`src/rtl/game_flow_ctrl.sv`:
```
`default_nettype none
// ============================================================================
// Module      : game_flow_ctrl
// Description : Top-level game sequencer (IDLE -> CONFIG -> PLAY -> REPORT).
//               Owns song selection, play-frame timing, score/combo/life
//               accounting and the value shown on the 4-digit hex display.
// Revision    : 1.0 - initial release
// ============================================================================
module game_flow_ctrl #(
    parameter int          N_SONGS       = 4,
    parameter int          SONG_W        = 2,
    parameter int          REPORT_FRAMES = 600,
    parameter int          SCORE_PERFECT = 3,
    parameter int          SCORE_GOOD    = 1,
    parameter logic [9:0]  LIFE_MAX      = 10'd256,
    parameter int          LIFE_HIT      = 2,
    parameter int          LIFE_MISS     = 16
) (
    input  logic              Clk,
    input  logic              Reset,
    input  logic              frame_tick,
    input  logic              key_start,
    input  logic              key_next,
    input  logic              key_prev,
    input  logic              key_abort,
    input  logic [15:0]       song_len,
    input  logic              hit_perfect,
    input  logic              hit_good,
    input  logic              hit_miss,
    output logic [1:0]        state,
    output logic [SONG_W-1:0] song_sel,
    output logic [15:0]       play_frame,
    output logic [15:0]       score,
    output logic [9:0]        combo,
    output logic [9:0]        max_combo,
    output logic [9:0]        life,
    output logic [15:0]       hex_val
);

    localparam logic [1:0] GST_STATE_IDLE   = 2'd0;
    localparam logic [1:0] GST_STATE_CONFIG = 2'd1;
    localparam logic [1:0] GST_STATE_PLAY   = 2'd2;
    localparam logic [1:0] GST_STATE_REPORT = 2'd3;

    localparam int CNT_W = $clog2(REPORT_FRAMES + 1);

    localparam logic [SONG_W-1:0] c_SONG_LAST     = SONG_W'(N_SONGS - 1);
    localparam logic [15:0]       c_SCORE_PERFECT = 16'(SCORE_PERFECT);
    localparam logic [15:0]       c_SCORE_GOOD    = 16'(SCORE_GOOD);
    localparam logic [10:0]       c_LIFE_HIT      = 11'(LIFE_HIT);
    localparam logic [9:0]        c_LIFE_MISS     = 10'(LIFE_MISS);
    localparam logic [CNT_W-1:0]  c_REPORT_FRAMES = CNT_W'(REPORT_FRAMES);

    logic [15:0]       r_len;
    logic [CNT_W-1:0]  r_report_cnt;

    logic [15:0]       w_pf_inc;
    logic [15:0]       w_score_add;
    logic [16:0]       w_score_sum;
    logic [10:0]       w_life_sum;
    logic [15:0]       w_score_nxt;
    logic [9:0]        w_combo_nxt;
    logic [9:0]        w_combo_inc;
    logic [9:0]        w_max_nxt;
    logic [9:0]        w_life_nxt;
    logic [SONG_W-1:0] w_song_up;
    logic [SONG_W-1:0] w_song_dn;
    logic [CNT_W-1:0]  w_rpt_inc;
    logic              w_frame_end;

    // Saturating increments and wrap-around song stepping.
    always_comb begin
        w_pf_inc    = (play_frame == 16'hFFFF) ? play_frame : play_frame + 16'd1;
        w_combo_inc = (combo == 10'd1023) ? combo : combo + 10'd1;
        w_song_up   = (song_sel == c_SONG_LAST) ? '0 : song_sel + SONG_W'(1);
        w_song_dn   = (song_sel == '0) ? c_SONG_LAST : song_sel - SONG_W'(1);
        w_rpt_inc   = r_report_cnt + CNT_W'(1);
        w_frame_end = frame_tick && (w_pf_inc >= r_len);
    end

    // Judgement outcome for this cycle; miss outranks perfect outranks good.
    always_comb begin
        w_score_add = hit_perfect ? c_SCORE_PERFECT : c_SCORE_GOOD;
        w_score_sum = {1'b0, score} + {1'b0, w_score_add};
        w_life_sum  = {1'b0, life} + c_LIFE_HIT;
        w_score_nxt = score;
        w_combo_nxt = combo;
        w_life_nxt  = life;
        if (hit_miss) begin
            w_combo_nxt = 10'd0;
            w_life_nxt  = (life > c_LIFE_MISS) ? life - c_LIFE_MISS : 10'd0;
        end else if (hit_perfect || hit_good) begin
            w_score_nxt = w_score_sum[16] ? 16'hFFFF : w_score_sum[15:0];
            w_combo_nxt = w_combo_inc;
            if (hit_perfect) begin
                w_life_nxt = (w_life_sum >= {1'b0, LIFE_MAX}) ? LIFE_MAX : w_life_sum[9:0];
            end
        end
        w_max_nxt = (w_combo_nxt > max_combo) ? w_combo_nxt : max_combo;
    end

    // Game state machine and all registered accounting.
    always_ff @(posedge Clk) begin
        if (Reset) begin
            state        <= GST_STATE_IDLE;
            song_sel     <= '0;
            play_frame   <= 16'd0;
            score        <= 16'd0;
            combo        <= 10'd0;
            max_combo    <= 10'd0;
            life         <= LIFE_MAX;
            r_len        <= 16'd0;
            r_report_cnt <= '0;
        end else begin
            case (state)
                GST_STATE_IDLE: begin
                    if (key_start) state <= GST_STATE_CONFIG;
                end
                GST_STATE_CONFIG: begin
                    if (key_abort) begin
                        state <= GST_STATE_IDLE;
                    end else if (key_start) begin
                        state      <= GST_STATE_PLAY;
                        r_len      <= song_len;
                        play_frame <= 16'd0;
                        score      <= 16'd0;
                        combo      <= 10'd0;
                        max_combo  <= 10'd0;
                        life       <= LIFE_MAX;
                    end else if (key_next && !key_prev) begin
                        song_sel <= w_song_up;
                    end else if (key_prev && !key_next) begin
                        song_sel <= w_song_dn;
                    end
                end
                GST_STATE_PLAY: begin
                    if (frame_tick) play_frame <= w_pf_inc;
                    score     <= w_score_nxt;
                    combo     <= w_combo_nxt;
                    max_combo <= w_max_nxt;
                    life      <= w_life_nxt;
                    if (key_abort) begin
                        state <= GST_STATE_IDLE;
                    end else if (w_frame_end || (w_life_nxt == 10'd0)) begin
                        state        <= GST_STATE_REPORT;
                        r_report_cnt <= '0;
                    end
                end
                default: begin
                    // REPORT: accounting frozen, only the dwell counter runs.
                    if (key_abort || key_start) begin
                        state <= GST_STATE_IDLE;
                    end else if (frame_tick) begin
                        if (w_rpt_inc >= c_REPORT_FRAMES) state <= GST_STATE_IDLE;
                        r_report_cnt <= w_rpt_inc;
                    end
                end
            endcase
        end
    end

    // Display mux: a pure function of registered state.
    always_comb begin
        case (state)
            GST_STATE_CONFIG: hex_val = {{(16-SONG_W){1'b0}}, song_sel};
            GST_STATE_PLAY:   hex_val = score;
            GST_STATE_REPORT: hex_val = {6'd0, max_combo};
            default:          hex_val = 16'd0;
        endcase
    end

endmodule
`default_nettype wire

```
`config.mk`:
```
export PLATFORM = sky130hd
export DESIGN_NAME = game_flow_ctrl
export DESIGN_NICKNAME = d
export VERILOG_FILES = /design/src/rtl/game_flow_ctrl.sv
export SDC_FILE = /design/constraint.sdc
export NUM_CORES = 1
export LEC_CHECK = 0
export CAP_MARGIN = 20
export CORE_ASPECT_RATIO = 1.4
export CORE_MARGIN = 1
export CORE_UTILIZATION = 50
export CTS_CLUSTER_SIZE = 40
export DETAILED_ROUTE_END_ITERATION = 6
export GPL_TIMING_DRIVEN = 0
export PLACE_DENSITY = 0.76
export SLEW_MARGIN = 20
export SYNTH_ARGS = -nofsm -noshare
export SYNTH_HDL_FRONTEND = slang
export SYNTH_SLANG_ARGS = --single-unit
```
`constraint.sdc`:
```
create_clock -name Clk -period 3.8 [get_ports Clk]
set_input_delay 0.57 -clock Clk [delete_from_list [all_inputs] [get_ports Clk]]
set_output_delay 0.57 -clock Clk [all_outputs]
set_load 0.02 [all_outputs]
```
==> key figures, run 1 <==
Timing
  – TNS Setup: 0 ns
  – Worst-Margin Slew: 0.7182 ns
  – Final hold viol count: 0
  – Max Transition Viols Final: 0
  – Final WS setup: around 0.15 ns
  – Final setup violation count: 0
  – Final clock skew: roughly 0.0055 ns
  – Final period demand of the worst path: between 3 and 4 ns
  – FMAX: around 270 MHz
  – Relative slew margins: a little over half
  – Period Utilization, post-route: ~96%
  – Fin Hold WS: approximately 0.46 ns

Routing
  – Total routed wirelength: between 15,000 and 20,000 µm
  – Initial DRC Count: between 500 and 600
  – DR vias: between 6,000 and 7,000
  – Post-route ant nets: 0
  – Initial DRT Pass Iterations: 6
  – Drc violations: 0
  – Wire length per cell: 16.73 µm
  – Drt via density: about 5.9

Final layout
  – Antenna cells: 0
  – Layout Cells excl Fill: 1,104
  – Most common cell after layout, fill and taps aside: clkdlybuf4s50_1
  – Layout Nets: around 1,000
  – Leading cell types in the layout, fill and taps excluded: clkdlybuf4s50_1 (106), nor2_1 (95), dfxtp_1 (86)
  – Area Overhead vs Synth: 27.65%
  – Layout cells sized above 1: under 10%

Worst setup path
  – Cell mode on critical path: o21a_1
  – Worst path cell trace: clkdlybuf4s50_1 > clkbuf_2 > o32a_1 > nand3_1 > xor2_1 > nor2_1 > ha_1 > o21a_1 > o21a_1 > o32ai_1 > o21ba_2 > nor3_2 > o22a_1
  – CP endpoint kind: flop
  – Crit Path Class: in2reg
  – CP Max Fanout: 10
  – CP startpoint kind: input port
  – Critical Path AT: 3.94 ns
  – R2R Path End: state[0]
  – Worst r2r src: play_frame[0]
  – R2r setup slk: about 0.22 ns
  – Reg2Reg Depth: 15
  – CP Data Required Time: ~4.1 ns
  – CP max stage cell: clkdlybuf4s50_1
  – CP peak stage delay: 0.67 ns

CTS
  – Root Driver: clkbuf_16
  – Hold_buf cts: 0
  – TritonCTS Buffers: 9
  – Clock Path Buffers: 2
  – Worst-path clk slew: 0.06 ns
  – CTS tree: built
  – H-tree Lvls: 3
  – Clk sinks: 92
  – Clk_lat worst skew: about 0.35 ns

Place
  – Dpl hpwl: about 13,000 µm
  – Gp weighted congestion: roughly 0.93
  – Placed insts: ~1,100
  – Pre-CTS WS: -0.5470 ns
  – Port bufs: 106

Synthesis
  – Synth Net Count: a little over 900
  – Ys Warns: 0
  – Cells after synthesis: 835
  – Synth area leader: dfxtp_1
  – Number of enable flip-flop cells after synthesis: 0
  – Mapped Avg Cell Area: around 7.4 µm²
  – Yosys top cell area share: between 20% and 30%
  – Yosys reg bits: 92
  – Cell area after synthesis: roughly 6200 µm²
  – Top post-synthesis cells by area: dfxtp_1 (30%), ha_1 (8.7%), a21oi_1 (6.1%)
  – Primary FF master, synth: dfxtp_1
  – Sequential area share after synthesis: between 20 and 30%
  – Post-synth ARST share: 0%
  – Synth cell types: 71

Die
  – I/O Pins: around 110
  – Core footprint: roughly 12,000 µm²
  – Die Wd: 96.04 µm
  – Die area: between 10,000 and 15,000 µm²
  – Starting density of the core: about half
  – # rows: 47
  – Die span in y: ~130 µm

Worst hold path
  – WHS Path Cells: 2
  – Worst hold path type: reg2reg
  – Hold path endpoint: r_len[11]
  – Hold Path Origin: r_len[11]

Job
  – Max_cap viols: 0

Global route
  – Vias in the first global route: slightly above 6,000
  – Remaining global-route overflow: 0
  – First-pass GRT wire length: roughly 30,000 µm
  – Antenna violations before repair: 0
  – GRT Total Usage: between 20 and 30%
  – Pin count of the biggest net entering global routing: 15

Power
  – Leakage: 0.002909 µW
  – Peak supply drop: roughly 0.23 mV
  – PD cells: 303.2 nW/µm²

Outcome
  – Status: complete, no violations
## synthesized netlist by cell type (19+ instances only)
| cell type | instances |
|---|---|
| dfxtp_1 | 92 |
| inv_1 | 50 |
| o21ai_0 | 66 |
| nor2_1 | 96 |
| nor3_1 | 25 |
| nand2_1 | 82 |
| a22oi_1 | 19 |
| clkbuf_1 | 40 |
| nand3_1 | 24 |
| a21oi_1 | 75 |
| ha_1 | 43 |
## report_power, final
| part | leakage (µW) | switching (µW) | internal, µW |
|---|---|---|---|
| Clock | 0.000173 | 379 | 705 |
| Sequential | 0.000746 | 19.5 | 979 |
| Combinational | 0.00199 | 192 | 120 |
| Total | 0.00291 | 591 | 1800 |
## critical path: cells and delay by family
family	cells	cell delay [ns]
and+or+nand+nor	3	0.58
buffers and inverters	2	0.96
AOI/OAI and AO/OA	6	1.37
xor gates and xnor gates	1	0.16
adders and majority gates	1	0.30
## routing by layer
metal  GRT usage, %  vias up  routed length, µm
met5              0        -                  0
met4          15.84        0                758
met3          5.765       55               1177
met2          48.66      234               8934
met1          34.24     3010               7595
li1               -     3236                  -
## cell type report
cell class | instances | area (µm²)
Timing Repair Buffer | 108 | 1076
Buffer | 47 | 195.2
Sequential cell | 92 | 1854
Inverter | 50 | 187.7
Multi-Input combinational cell | 645 | 4050
Clock inverter | 5 | 125.1
Fill cell | 1059 | 4036
Clock buffer | 10 | 229.0
Tap cell | 147 | 183.9
## state kept, by name, summed over array words and instances (netlist names)
name and flops:
score 16, r_report_cnt 10, r_len 16, state 2, life 10, song_sel 2, max_combo 10, play_frame 16
combo 10
## how the worst max path moves through the flow
stage / cells past startpoint / slack (ns) / start / endpoint
floorplan: 15 / 0.09 / play_frame[3] / state[0]
global placement: 15 / -0.54 / hit_perfect / max_combo[3]
detailed placement: 15 / -0.55 / hit_perfect / max_combo[8]
CTS: 15 / 0.05 / play_frame[1] / state[0]
global route: 13 / -0.0003 / hit_perfect / max_combo[5]
finish: 13 / 0.15 / hit_perfect / max_combo[1]
## kinds of logic (layout without fill, tap and decap cells)
family	count (synthesis)	in the layout	synth area share, %
mux	2	2	0.3234
simple gates	321	321	25.13
compound gates	254	255	26.26
buf+inv	99	220	6.266
flops	92	92	29.76
fa+ha+maj	44	44	9.016
xor+xnor	23	23	3.254
## through the flow
| step | area (µm²) | util, % | total power [µW] |
|---|---|---|---|
| floorplan | 6190 | - | 1205 |
| global placement | 7435 | 62.28 | 1319 |
| detailed placement | 7435 | 62.28 | 1320 |
| CTS | 7843 | 65.70 | 2407 |
| global route | 7901 | 66.19 | 2484 |
| finish | 7901 | 66.19 | 2395 |
## repair_timing
action / in CTS / in global routing
gates cloned: 0 / 1
pin swaps: 0 / 4
endpoints found under the setup margin: 22 / 27
gates resized for setup: 12 / 15
buffers inserted: 1 / 1
(Power assumes the default switching activity.)
==> inputs of run 2 (changes only) <==
--- a/config.mk
+++ b/config.mk
@@ -7,12 +7,12 @@
 export LEC_CHECK = 0
 export CAP_MARGIN = 20
 export CORE_ASPECT_RATIO = 1.4
-export CORE_MARGIN = 1
 export CORE_UTILIZATION = 50
 export CTS_CLUSTER_SIZE = 40
 export DETAILED_ROUTE_END_ITERATION = 6
 export GPL_TIMING_DRIVEN = 0
 export PLACE_DENSITY = 0.76
+export SKIP_CTS_REPAIR_TIMING = 1
 export SLEW_MARGIN = 20
 export SYNTH_ARGS = -nofsm -noshare
 export SYNTH_HDL_FRONTEND = slang
==> run 2 against run 1 <==
  * First-iteration DRC count increased by 15%
  * Global-route usage shrank 0.22 points
  * Sequential power is essentially flat
  * Final area hardly changed
  * Sequential share of layout area about the same
  * Cell count is the same
  * Core utilization hardly changed
  * Critical path depth is the same
  * Clock-buffer cell count unchanged
  * Critical path type unchanged
  * Largest power group unchanged
==> key figures, run 2 (synthesized netlist as in run 1, its figures left out) <==
CTS
  – Clk_lat worst skew: 0.35 ns (about the same)
  – Clock Path Buffers: 2 (unchanged)
  – CTS tree: built
  – Root Driver: clkbuf_16
  – H-tree Lvls: 3 (unchanged)
  – Clk sinks: 92 (unchanged)
  – TritonCTS Buffers: 9 (unchanged)
  – Worst-path clk slew: 0.06 ns (about the same)

Timing
  – FMAX: 273.4 MHz (-0.30%)
  – Relative slew margins: 52.55% (+0.43 points)
  – Max Transition Viols Final: 0 (unchanged)
  – Fin Hold WS: 0.4577 ns (+0.00006100 ns)
  – Final hold viol count: 0 (unchanged)
  – Period Utilization, post-route: 96.26% (+0.29 points)
  – Final setup violation count: 0 (unchanged)
  – Final clock skew: 0.005282 ns (-0.0002548 ns)
  – Final period demand of the worst path: 3.658 ns (+0.01111 ns)
  – Worst-Margin Slew: 0.7070 ns (-0.01124 ns)

Routing
  – Post-route ant nets: 0 (unchanged)
  – Drc violations: 0 (unchanged)
  – Total routed wirelength: 18,550 µm (+0.43%)
  – Wire length per cell: 16.80 µm (+0.43%)
  – Initial DRT Pass Iterations: 6 (unchanged)
  – Initial DRC Count: 592 (+15%)
  – DR vias: 6,571 (+0.55%)
  – Drt via density: 5.952 (+0.55%)

Outcome
  – Status: complete, no violations

Worst setup path
  – Top Family by Delay on Critical Path: compound AO/OA/AOI/OAI gates
  – CP bufs+invs: 2 (unchanged)
  – Cell mode on critical path: o21a_1
  – CP max stage cell: clkdlybuf4s50_1
  – CP Max Fanout: 10 (unchanged)
  – CP peak stage delay: 0.68 ns (about the same)
  – CP Data Required Time: 4.09 ns (about the same)
  – Reg2Reg Depth: 15 (unchanged)
  – Crit Path Class: in2reg
  – Critical Path AT: 3.95 ns (about the same)
  – CP startpoint kind: input port
  – Worst path cell trace: clkdlybuf4s50_1 > clkbuf_2 > o32a_1 > nand3_1 > xor2_1 > nor2_1 > ha_1 > o21a_1 > o21a_1 > o32ai_1 > o21ba_2 > nor3_2 > o22a_1
  – WP depth: 13 (unchanged)
  – CP endpoint kind: flop

Final layout
  – Largest regs: play_frame x16, r_len x16, score x16
  – Layout Nets: 1,023 (unchanged)
  – Layout Cells excl Fill: 1,104 (unchanged)
  – Area Overhead vs Synth: 27.69% (about the same)
  – Layout fillers: 1,055 (-0.38%)
  – Antenna cells: 0 (unchanged)
  – Most common cell after layout, fill and taps aside: clkdlybuf4s50_1
  – Layout cells sized above 1: 5.329% (-0.10 points)
  – Leading cell types in the layout, fill and taps excluded: clkdlybuf4s50_1 (106), nor2_1 (95), dfxtp_1 (86)

Die
  – Die Wd: 96.04 µm (unchanged)
  – Die span in y: 133.7 µm (unchanged)
  – Starting density of the core: 51.85% (unchanged)
  – Core footprint: 11,940 µm² (unchanged)
  – Die area: 12,840 µm² (unchanged)
  – # rows: 47 (unchanged)
  – I/O Pins: 108 (unchanged)

Global route
  – GRT Total Usage: 28.92% (-0.22 points)
  – Antenna violations before repair: 0 (unchanged)
  – First-pass GRT wire length: 28,980 µm (-0.71%)
  – Pin count of the biggest net entering global routing: 15 (unchanged)
  – Vias in the first global route: 5,999 (-0.68%)
  – Remaining global-route overflow: 0 (unchanged)

Worst hold path
  – Worst hold path type: reg2reg
  – WHS Path Cells: 2 (unchanged)

Job
  – Max_cap viols: 0 (unchanged)

Place
  – Placed insts: 1,088 (unchanged)
  – Dpl hpwl: 13,430 µm (unchanged)
  – Port bufs: 106 (unchanged)
  – Gp weighted congestion: 0.9267 (unchanged)

Power
  – Peak supply drop: 0.2298 mV (+0.50%)
  – PD cells: 303.2 nW/µm² (about the same)
  – Leakage: 0.002907 µW (about the same)
-- run 2: cell counts in the layout (fill, tap and decap cells not counted) --
Identical to the previous run, type by type.
-- run 2: tightest hold or removal path, stage by stage (launching register included) --
cell	delay, ns
dfxtp_1	0.31
nand2_1	0.05
a21oi_1	0.05
-- run 2: per-layer routing --
metal	track usage, %	share of wire (%)
met4	15.34	4.1
met2	48.11	48
met1	34.49	42
met5	0	0
met3	5.422	5.9
-- run 2: path summary, 6_finish.rpt --
path,slack (ns),to,start
worst max-delay path,0.14,max_combo[1],hit_perfect
worst min-delay path,0.46,r_len[11],r_len[11]
worst max register to register,0.19,state[0],play_frame[0]
worst min register to register,0.46,r_len[11],r_len[11]
-- run 2: cell type report --
cell class	count	area, µm²	share of cell area (%)
plain buffers	47	195.2	2.470
clock inverters	5	125.1	1.583
multi-input cells	645	4053	51.27
clock buffers	10	229.0	2.897
inverters	50	187.7	2.375
repair buffers	108	1076	13.61
flip-flops and latches	92	1854	23.46
well taps	147	183.9	2.327
-- run 2: report_power, final --
group / total (µW) / internal [µW] / switching, µW / leakage, µW
clock: 1080 / 705 / 379 / 0.000173
combinational: 314 / 120 / 193 / 0.00199
sequential: 999 / 979 / 19.3 / 0.000746
-- run 2: stage by stage --
stage,setup WS [ns],TNS [ns],util [%],area [µm²],total power [µW]
floorplan,0.08562,0,-,6190,1205
global placement,-0.5390,-9.156,62.28,7435,1319
detailed placement,-0.5470,-9.621,62.28,7435,1320
CTS,-0.4668,-6.372,65.24,7789,2404
global route,-0.0002602,-0.0002602,66.21,7904,2485
finish,0.1423,0,66.21,7904,2397
==> inputs of run 3 (changes only) <==
--- a/config.mk
+++ b/config.mk
@@ -13,7 +13,6 @@
 export GPL_TIMING_DRIVEN = 0
 export PLACE_DENSITY = 0.76
 export SKIP_CTS_REPAIR_TIMING = 1
-export SLEW_MARGIN = 20
 export SYNTH_ARGS = -nofsm -noshare
 export SYNTH_HDL_FRONTEND = slang
 export SYNTH_SLANG_ARGS = --single-unit
==> results of run 3 <==
No change in the layout: final DEF, timing and power equal those of run 2.
